<file path="src/rtl/div_layer_pkg.sv">
// div_layer_pkg: shared state encoding and arithmetic helpers for the iterative signed divider.
package div_layer_pkg;
    typedef enum logic [1:0] {S_IDLE, S_CALC, S_FIX, S_DONE} state_t;
    localparam int DEF_WIDTH = 8;
    localparam int MAXW = 64;
    typedef logic [MAXW-1:0] wide_t;
    function automatic int cnt_width(input int w);
        return (w < 2) ? 1 : $clog2(w);
    endfunction
    function automatic wide_t cond_neg(input wide_t v, input logic n);
        return n ? -v : v;
    endfunction
    function automatic wide_t magnitude(input wide_t v);
        return cond_neg(v, v[MAXW-1]);
    endfunction
endpackage

</file>
<file path="src/rtl/div_layer_step.sv">
// div_layer_step: one restoring division step (shift in a dividend bit, trial-subtract |B|).
module div_layer_step #(
    parameter int width1 = 8
) (
    input  logic [width1:0] i_rem,
    input  logic            i_bit,
    input  logic [width1:0] i_div,
    output logic [width1:0] o_rem,
    output logic            o_q
);
    logic [width1:0] w_shift, w_diff;
    assign w_shift = {i_rem[width1-1:0], i_bit};
    assign o_q     = {i_rem, i_bit} >= {1'b0, i_div};
    assign w_diff  = w_shift - i_div;
    assign o_rem   = o_q ? w_diff : w_shift;
endmodule

</file>
<file path="src/rtl/div_layer_signed_iter.sv">
// div_layer_signed_iter: iterative truncating signed divider, one quotient bit per clock.
module div_layer_signed_iter import div_layer_pkg::*; #(
    parameter int width1 = DEF_WIDTH
) (
    input  logic              clk,
    input  logic              rst_n,
    input  logic              in_valid,
    output logic              in_ready,
    input  logic [width1-1:0] A,
    input  logic [width1-1:0] B,
    output logic              out_valid,
    input  logic              out_ready,
    output logic [width1-1:0] quotient,
    output logic [width1-1:0] remainder,
    output logic              div_by_zero
);
    localparam int CW = cnt_width(width1);
    state_t            r_state, w_next;
    logic [width1-1:0] r_aq, r_quotient, r_remainder;
    logic [width1:0]   r_b_mag, r_rem, w_rem_nxt;
    logic [CW-1:0]     r_cnt;
    logic              r_neg_q, r_neg_r, r_dbz, w_q_bit, w_accept, w_b_zero;

    assign in_ready    = r_state == S_IDLE;
    assign out_valid   = r_state == S_DONE;
    assign quotient    = r_quotient;
    assign remainder   = r_remainder;
    assign div_by_zero = r_dbz;
    assign w_accept    = in_valid && in_ready;
    assign w_b_zero    = B == '0;

    div_layer_step #(.width1(width1)) u_step (
        .i_rem (r_rem),
        .i_bit (r_aq[width1-1]),
        .i_div (r_b_mag),
        .o_rem (w_rem_nxt),
        .o_q   (w_q_bit)
    );

    always_ff @(posedge clk or negedge rst_n) begin
        if (!rst_n) r_state <= S_IDLE;
        else        r_state <= w_next;
    end

    always_comb begin
        w_next = r_state;
        case (r_state)
            S_IDLE:  if (w_accept) w_next = w_b_zero ? S_DONE : S_CALC;
            S_CALC:  if (r_cnt == '0) w_next = S_FIX;
            S_FIX:   w_next = S_DONE;
            S_DONE:  if (out_ready) w_next = S_IDLE;
            default: w_next = S_IDLE;
        endcase
    end

    // r_aq starts as |A| and is shifted left; quotient bits fill in from the LSB
    always_ff @(posedge clk or negedge rst_n) begin
        if (!rst_n) begin
            r_aq        <= '0;
            r_b_mag     <= '0;
            r_rem       <= '0;
            r_cnt       <= '0;
            r_neg_q     <= 1'b0;
            r_neg_r     <= 1'b0;
            r_dbz       <= 1'b0;
            r_quotient  <= '0;
            r_remainder <= '0;
        end else begin
            case (r_state)
                S_IDLE: if (w_accept) begin
                    r_aq    <= width1'(magnitude(MAXW'($signed(A))));
                    r_b_mag <= (width1+1)'(magnitude(MAXW'($signed(B))));
                    r_neg_r <= A[width1-1];
                    r_neg_q <= A[width1-1] ^ B[width1-1];
                    r_rem   <= '0;
                    r_cnt   <= CW'(width1 - 1);
                    r_dbz   <= w_b_zero;
                    if (w_b_zero) begin
                        r_quotient  <= '1;
                        r_remainder <= A;
                    end
                end
                S_CALC: begin
                    r_aq  <= {r_aq[width1-2:0], w_q_bit};
                    r_rem <= w_rem_nxt;
                    r_cnt <= r_cnt - CW'(1);
                end
                S_FIX: begin
                    r_quotient  <= width1'(cond_neg(MAXW'(r_aq), r_neg_q));
                    r_remainder <= width1'(cond_neg(MAXW'(r_rem), r_neg_r));
                end
                default: ;
            endcase
        end
    end
endmodule
</file>
<file path="config.mk">
export PLATFORM = sky130hd
export DESIGN_NAME = div_layer_signed_iter
export DESIGN_NICKNAME = d
export VERILOG_FILES = /design/src/rtl/div_layer_pkg.sv /design/src/rtl/div_layer_step.sv /design/src/rtl/div_layer_signed_iter.sv
export SDC_FILE = /design/constraint.sdc
export NUM_CORES = 1
export LEC_CHECK = 0
export BUFFER_PORTS_ARGS = -buffer_cell sky130_fd_sc_hd__buf_2
export CORE_MARGIN = 2
export CORE_UTILIZATION = 45
export DETAILED_ROUTE_END_ITERATION = 16
export GPL_TIMING_DRIVEN = 0
export PLACE_DENSITY_LB_ADDON = 0.1
export SLEW_MARGIN = 20
export SYNTH_ARGS = -nofsm -noshare
export SYNTH_HDL_FRONTEND = slang
export SYNTH_SLANG_ARGS = --single-unit
</file>
<file path="constraint.sdc">
create_clock -name clk -period 2.1 [get_ports clk]
set_input_delay 0.21 -clock clk [delete_from_list [all_inputs] [get_ports clk]]
set_output_delay 0.21 -clock clk [all_outputs]
set_load 0.005 [all_outputs]
</file>
==> results of run 1 <==
-- layout by cell type (no fill, tap or decap), drive strengths merged, types with 3 or more instances in the layout --
| cell | n |
|---|---|
| dfrtp | 50 |
| buf | 50 |
| nand2 | 32 |
| inv | 28 |
| o21ai | 27 |
| ha | 19 |
| clkbuf | 19 |
| nor2 | 18 |
| a21oi | 18 |
| mux2i | 16 |
| xor2 | 14 |
| xnor2 | 14 |
| o31ai | 12 |
| mux2 | 8 |
| nand3 | 6 |
| a31oi | 6 |
| a21o | 6 |
| o22a | 5 |
| nor2b | 4 |
| nor3 | 4 |
| nor4 | 4 |
| nand2b | 3 |
| or3 | 3 |
| a211oi | 3 |
| a32oi | 3 |
-- metrics by stage --
step | utilization | area (µm²) | TNS (ns)
after global placement | 0.503 | 3590 | -3.89
after CTS | 0.529 | 3780 | -2.15
after floorplan | - | 3290 | -0.423
after detailed placement | 0.503 | 3590 | -3.98
final | 0.534 | 3810 | -1.92
after global routing | 0.534 | 3810 | -2.87
-- cell usage after synthesis (2+ instances only) --
| cell | number | area, µm² |
|---|---|---|
| a21o_1 | 4 | 30.0 |
| a21oi_1 | 18 | 90.1 |
| a22oi_1 | 2 | 15.0 |
| a31oi_1 | 6 | 37.5 |
| a32oi_1 | 3 | 26.3 |
| and3_1 | 2 | 12.5 |
| buf_6 | 2 | 22.5 |
| clkbuf_1 | 11 | 41.3 |
| dfrtp_1 | 50 | 1250 |
| ha_1 | 19 | 238 |
| inv_1 | 28 | 105 |
| mux2_4 | 7 | 105 |
| mux2i_1 | 16 | 160 |
| nand2_1 | 32 | 120 |
| nand2b_1 | 3 | 18.8 |
| nand3_1 | 6 | 30.0 |
| nor2_1 | 18 | 67.6 |
| nor2b_1 | 4 | 25.0 |
| nor3_1 | 4 | 20.0 |
| nor4_1 | 3 | 18.8 |
| o21ai_0 | 27 | 135 |
| o22a_1 | 3 | 26.3 |
| o22a_2 | 2 | 20.0 |
| o31ai_1 | 11 | 82.6 |
| o41ai_1 | 2 | 17.5 |
| or3_1 | 3 | 18.8 |
| xnor2_1 | 14 | 123 |
| xor2_1 | 14 | 123 |
-- routing by layer --
layer	vias up	wire, µm	track usage	share of wire
met3	6	329	0.0305	0.044
met1	1243	3520	0.267	0.47
li1	1306	-	-	-
met5	-	0	0	0
met2	64	3500	0.329	0.47
met4	0	85	0.0461	0.011
-- power by group --
group | internal, mW | leakage (nW) | switching (mW)
Combinational | 1.76 | 1.10 | 1.95
Clock | 0.357 | 0.0524 | 0.318
Sequential | 1.36 | 0.595 | 0.343
Total | 3.47 | 1.74 | 2.61
-- worst register-to-register path, stage by stage (launching register included) --
cell and delay, ns:
dfrtp_1 0.41, inv_2 0.09, ha_4 0.14, inv_2 0.04, fa_2 0.36, a211oi_4 0.28, o31ai_4 0.12, a211oi_4 0.31
buf_6 0.18, buf_6 0.12, a32oi_1 0.10, o31ai_1 0.11
-- layout make-up --
type                       count  area, µm²  area share
inverter                      28        105      0.0276
sequential                    50       1250       0.328
clock inverter                 1       30.0     0.00788
timing repair buffer          47        272      0.0712
tap                           99        124      0.0325
multi-input combinational    245       1860       0.487
clock buffer                   7       76.3      0.0200
buffer                        16       98.8      0.0259
-- logic make-up after synthesis --
group | synth area share
AOI/OAI and AO/OA | 0.188
and+or+nand+nor | 0.127
DFF | 0.384
buffers and inverters | 0.0615
xor gates and xnor gates | 0.0754
muxes | 0.0850
adders and majority gates | 0.0792
-- registers in the layout, summed over array words and instances (netlist names) --
register,cells
r_neg_r,1
quotient,8
r_state,2
r_cnt,3
r_rem,9
remainder,8
r_aq,8
div_by_zero,1
r_neg_q,1
r_b_mag,9
-- what timing repair did --
action | CTS | global route
resized for setup | 5 | 8
setup buffers | 8 | 2
pin swaps | 3 | 5
endpoints found under the setup margin | 19 | 31
hold endpoints to repair | 50 | 0
hold buffers | 1 | 0
-- how the worst max path moves through the flow --
stage                                    from                   end  slack [ns]
after floorplan           r_aq[7]$_DFFE_PN0P_  r_rem[3]$_DFFE_PN0P_       -0.12
after global placement    r_aq[7]$_DFFE_PN0P_  r_rem[2]$_DFFE_PN0P_       -0.37
after detailed placement  r_aq[7]$_DFFE_PN0P_  r_rem[3]$_DFFE_PN0P_       -0.38
after CTS                 r_aq[7]$_DFFE_PN0P_  r_rem[3]$_DFFE_PN0P_       -0.24
after global routing      r_aq[7]$_DFFE_PN0P_  r_rem[3]$_DFFE_PN0P_       -0.33
final                     r_aq[7]$_DFFE_PN0P_  r_rem[6]$_DFFE_PN0P_       -0.23
==> reports/results.tsv, run 1 <==
metric	value	unit
status	finished with violations	
violations	negative setup slack	
synth-main-ff-cell	dfrtp_1	
clockRootBuffer	clkbuf_8	
gp_congestion	0.801	
path_depth	11	
antenna_found_initial	0	
syn2layout_area_growth	17.1	%
cp-end-kind	flop	
start_util	0.456	
power.leakage	1.74	nW
clkTransAtPathRegs	0.09	ns
firstDrtPassIters	4	
fin_crit	2.33	ns
overflow	0	
regToRegSetupSlack	-0.23	ns
die_h	89.0	µm
worstPathArrival	2.54	ns
synth_cell_type_count	53	
synth-edff-count	0	
ir_drop	571	µV
grt_pass1_vias	2483	
cpPeakStageDelay	0.41	ns
cts_num_sinks	50	
rr_startpoint	r_aq[7]$_DFFE_PN0P_	
core_area	0.00714	mm²
clk_latency	0.30	ns
rows	31	
yosysSeqAreaShare	0.384	
wl	7440	µm
crit_type	reg2reg	
rsz0062_at_grt	yes	
drc	0	
drive_above_1_share	0.216	
wl_per_cell	15.1	µm
crit_buf_inv	4	
ctsLongestPathBuffers	2	
dpl.hpwl	5550	µm
grt_max_degree	51	
max_cap_viol_count	0	
cp_top_family	compound AO/OA/AOI/OAI gates	
syn_inst	339	
dieArea	0.00793	mm²
setup-violations-final	10	
slew_viol_final	0	
power_density	1600	mW/mm²
slew_headroom	0.576	
yosys_register_bits	50	
hold_class	in2reg	
ant_nets	0	
ios	39	
die_x	89.0	µm
place_inst	474	
antennaDiodeCount	0	
hold_viol_final	0	
first_iter_violations	102	
grt_util_all_layers	0.196	
synth_area	0.00325	mm²
final_cell_count_no_fill	493	
rr_endpoint	r_rem[6]$_DFFE_PN0P_	
worstHoldEndpoint	r_b_mag[8]$_DFFE_PN0P_	
pre_cts_ws	-0.379	ns
synth_warnings	0	
cts_tree	done	
synthArstFlopShare	1.00	
worst_slew_pin_slew	0.637	ns
min-delay-start	in_valid	
cts-buffers-inserted	5	
viasPerCell	5.31	
finClkSkew	0.00589	ns
vias	2619	
hold_depth	2	
cts-htree-levels	2	
worstPathCellList	inv_2, ha_4, inv_2, fa_2, a211oi_4, o31ai_4, a211oi_4, buf_6, buf_6, a32oi_1, o31ai_1	
fillerInstances	703	
totalPowerFinal	6.08	mW
final_nets	433	
grt_pass1_wl	12000	µm
syn_avg_cell_area	9.60	µm²
whs	0.123	ns
setup_slack	-0.232	ns
slowest_stage	dfrtp_1	
fin_crit_sh	1.11	
reg2regPathDepth	11	
synth_fp_nets	379	
critPathLaunchType	flop	
io_buffers	36	
clock.fmax	0.429	GHz
required	2.30	ns
cp_max_fo	6	
Note: power is estimated with default switching activity, not from simulation.
==> run 2: changes to the inputs <==
--- a/config.mk
+++ b/config.mk
@@ -11,6 +11,7 @@
 export DETAILED_ROUTE_END_ITERATION = 16
 export GPL_TIMING_DRIVEN = 0
 export PLACE_DENSITY_LB_ADDON = 0.1
+export REMOVE_ABC_BUFFERS = 1
 export SLEW_MARGIN = 20
 export SYNTH_ARGS = -nofsm -noshare
 export SYNTH_HDL_FRONTEND = slang
==> run 2 against run 1 <==
The run still ends with negative setup slack left. Combinational power is 2% lower. Non-clock buffer count is 14 lower. Sequential share of layout area is 0.23 points higher. Sequential power is 2% higher. Via count is 4.4% lower. Flip-flop and latch count stayed put. Clock-buffer cell count stayed put. Worst setup slack better by 0.0040 ns. Critical path type unchanged. Critical endpoint is now r_rem[0]$_DFFE_PN0P_. Highest routed layer unchanged.
==> reports/results.tsv, run 2 (synthesized netlist as in run 1, its figures left out) <==
metric	value	unit	change
status	finished with violations		unchanged
violations	negative setup slack		unchanged
antennaDiodeCount	0		unchanged
rsz0062_at_grt	yes		unchanged
die_h	89.0	µm	unchanged
mostFrequentLayoutCells	dfrtp_1, buf_2, nand2_1		unchanged
final_nets	420		was 433
clockRootBuffer	clkbuf_8		unchanged
viasPerCell	5.22		was 5.31
ir_drop	653	µV	was 571 µV
worstPathArrival	2.57	ns	was 2.54 ns
totalPowerFinal	5.97	mW	was 6.08 mW
ctsLongestPathBuffers	2		unchanged
fin_crit	2.33	ns	about the same
worst_slew_pin_slew	0.648	ns	was 0.637 ns
critPathLaunchType	flop		unchanged
hold_viol_final	0		unchanged
ios	39		unchanged
antenna_found_initial	0		unchanged
gp_congestion	0.828		was 0.801
hold_class	in2reg		unchanged
first_iter_violations	111		was 102
grt_util_all_layers	0.197		was 0.196
final_common_cell	dfrtp_1		unchanged
cts_num_sinks	50		unchanged
crit_type	reg2reg		unchanged
clk_latency	0.30	ns	about the same
setup_slack	-0.228	ns	was -0.232 ns
overflow	0		unchanged
fin_crit_sh	1.11		about the same
ant_nets	0		unchanged
grt_pass1_wl	12000	µm	about the same
top_regs	r_b_mag (9), r_rem (9)		unchanged
wl	7190	µm	was 7440 µm
dieArea	0.00793	mm²	unchanged
dpl.hpwl	5040	µm	was 5550 µm
cp-end-kind	flop		unchanged
slew_viol_final	0		unchanged
cp_max_fo	7		was 6
die_x	89.0	µm	unchanged
io_buffers	38		was 36
clock.fmax	0.430	GHz	was 0.429 GHz
required	2.34	ns	was 2.30 ns
cts-buffers-inserted	5		unchanged
fin_util	0.531		was 0.534
drive_above_1_share	0.231		was 0.216
grt_pass1_vias	2421		was 2,483
power_density	1580	mW/mm²	was 1600 mW/mm²
firstDrtPassIters	4		unchanged
clkTransAtPathRegs	0.09	ns	about the same
power.leakage	1.71	nW	was 1.74 nW
grt_max_degree	51		unchanged
drc	0		unchanged
setup-violations-final	10		unchanged
slew_headroom	0.568		was 0.576
cts_tree	done		unchanged
cts-htree-levels	2		unchanged
start_util	0.456		unchanged
max_cap_viol_count	0		unchanged
vias	2504		was 2,619
syn2layout_area_growth	16.3	%	was 17.1%
fillerInstances	731		was 703
rows	31		unchanged
wl_per_cell	15.0	µm	was 15.1 µm
finClkSkew	0.00949	ns	was 0.00589 ns
regToRegSetupSlack	-0.23	ns	about the same
core_area	0.00714	mm²	unchanged
[run 2: changes by cell type in the layout (fill, tap and decap cells not counted), sizes merged]
cell and delta:
bufinv -1, clkbuf -12, clkinv +1, a21o +1
buf -2
[run 2: area by class of cell]
type                       count  area (µm²)  share of cell area
inverter                      28         105              0.0278
clock inverter                 1        5.00             0.00132
tap                           99         124              0.0327
multi-input combinational    246        1900               0.503
sequential                    50        1250               0.330
timing repair buffer          49         310              0.0820
clock buffer                   7        86.3              0.0228
[run 2: worst paths after layout]
kind                                            from                       to  depth (start not counted)
worst max-delay path             r_aq[7]$_DFFE_PN0P_     r_rem[0]$_DFFE_PN0P_                         10
worst min register to register  r_cnt[0]$_DFFE_PN0P_     r_cnt[0]$_DFFE_PN0P_                          1
worst max register to register   r_aq[7]$_DFFE_PN0P_     r_rem[0]$_DFFE_PN0P_                         10
min in group asynchronous                      rst_n  quotient[6]$_DFFE_PN0P_                          2
max in group asynchronous                      rst_n   r_state[0]$_DFFE_PN0P_                          2
worst min-delay path                        in_valid   r_b_mag[8]$_DFFE_PN0P_                          2
[run 2: timing repair]
action | in CTS | in global routing
hold endpoints to repair | 50 | 0
setup endpoints to repair | 36 | 26
setup buffers | 9 | 1
resized for setup | 18 | 7
cloned | 2 | 0
hold buffers | 1 | 0
pin swaps | 10 | 5
[run 2: report_power, final]
group / internal, mW / switching [mW]
registers: 1.36 / 0.380
logic: 1.75 / 1.89
clock network: 0.267 / 0.327
total: 3.37 / 2.60
[run 2: metrics by stage]
stage	TNS (ns)	setup slack (ns)	instances	hold WS, ns	instance area [µm²]
after floorplan	-7.02	-0.406	323	-0.0856	3160
after CTS	-2.49	-0.275	481	0.141	3780
after detailed placement	-14.05	-0.678	461	0.287	3490
final	-1.90	-0.228	480	0.195	3790
after global routing	-2.87	-0.326	480	0.197	3790
after global placement	-26.70	-1.16	460	0.436	3470
[run 2: per-layer routing]
metal | routed length [µm] | track usage | part of all wire
met4 | 70 | 0.0516 | 0.0097
met5 | 0 | 0 | 0
met2 | 3430 | 0.332 | 0.48
met3 | 220 | 0.0305 | 0.031
met1 | 3470 | 0.266 | 0.48
[run 2: critical path, stage by stage, from the launching register on]
cell	delay, ns
dfrtp_1	0.39
inv_2	0.09
ha_4	0.14
inv_2	0.04
fa_2	0.36
a211oi_4	0.29
o31ai_4	0.12
a211oi_4	0.35
buf_12	0.17
mux2i_1	0.19
a22o_1	0.14
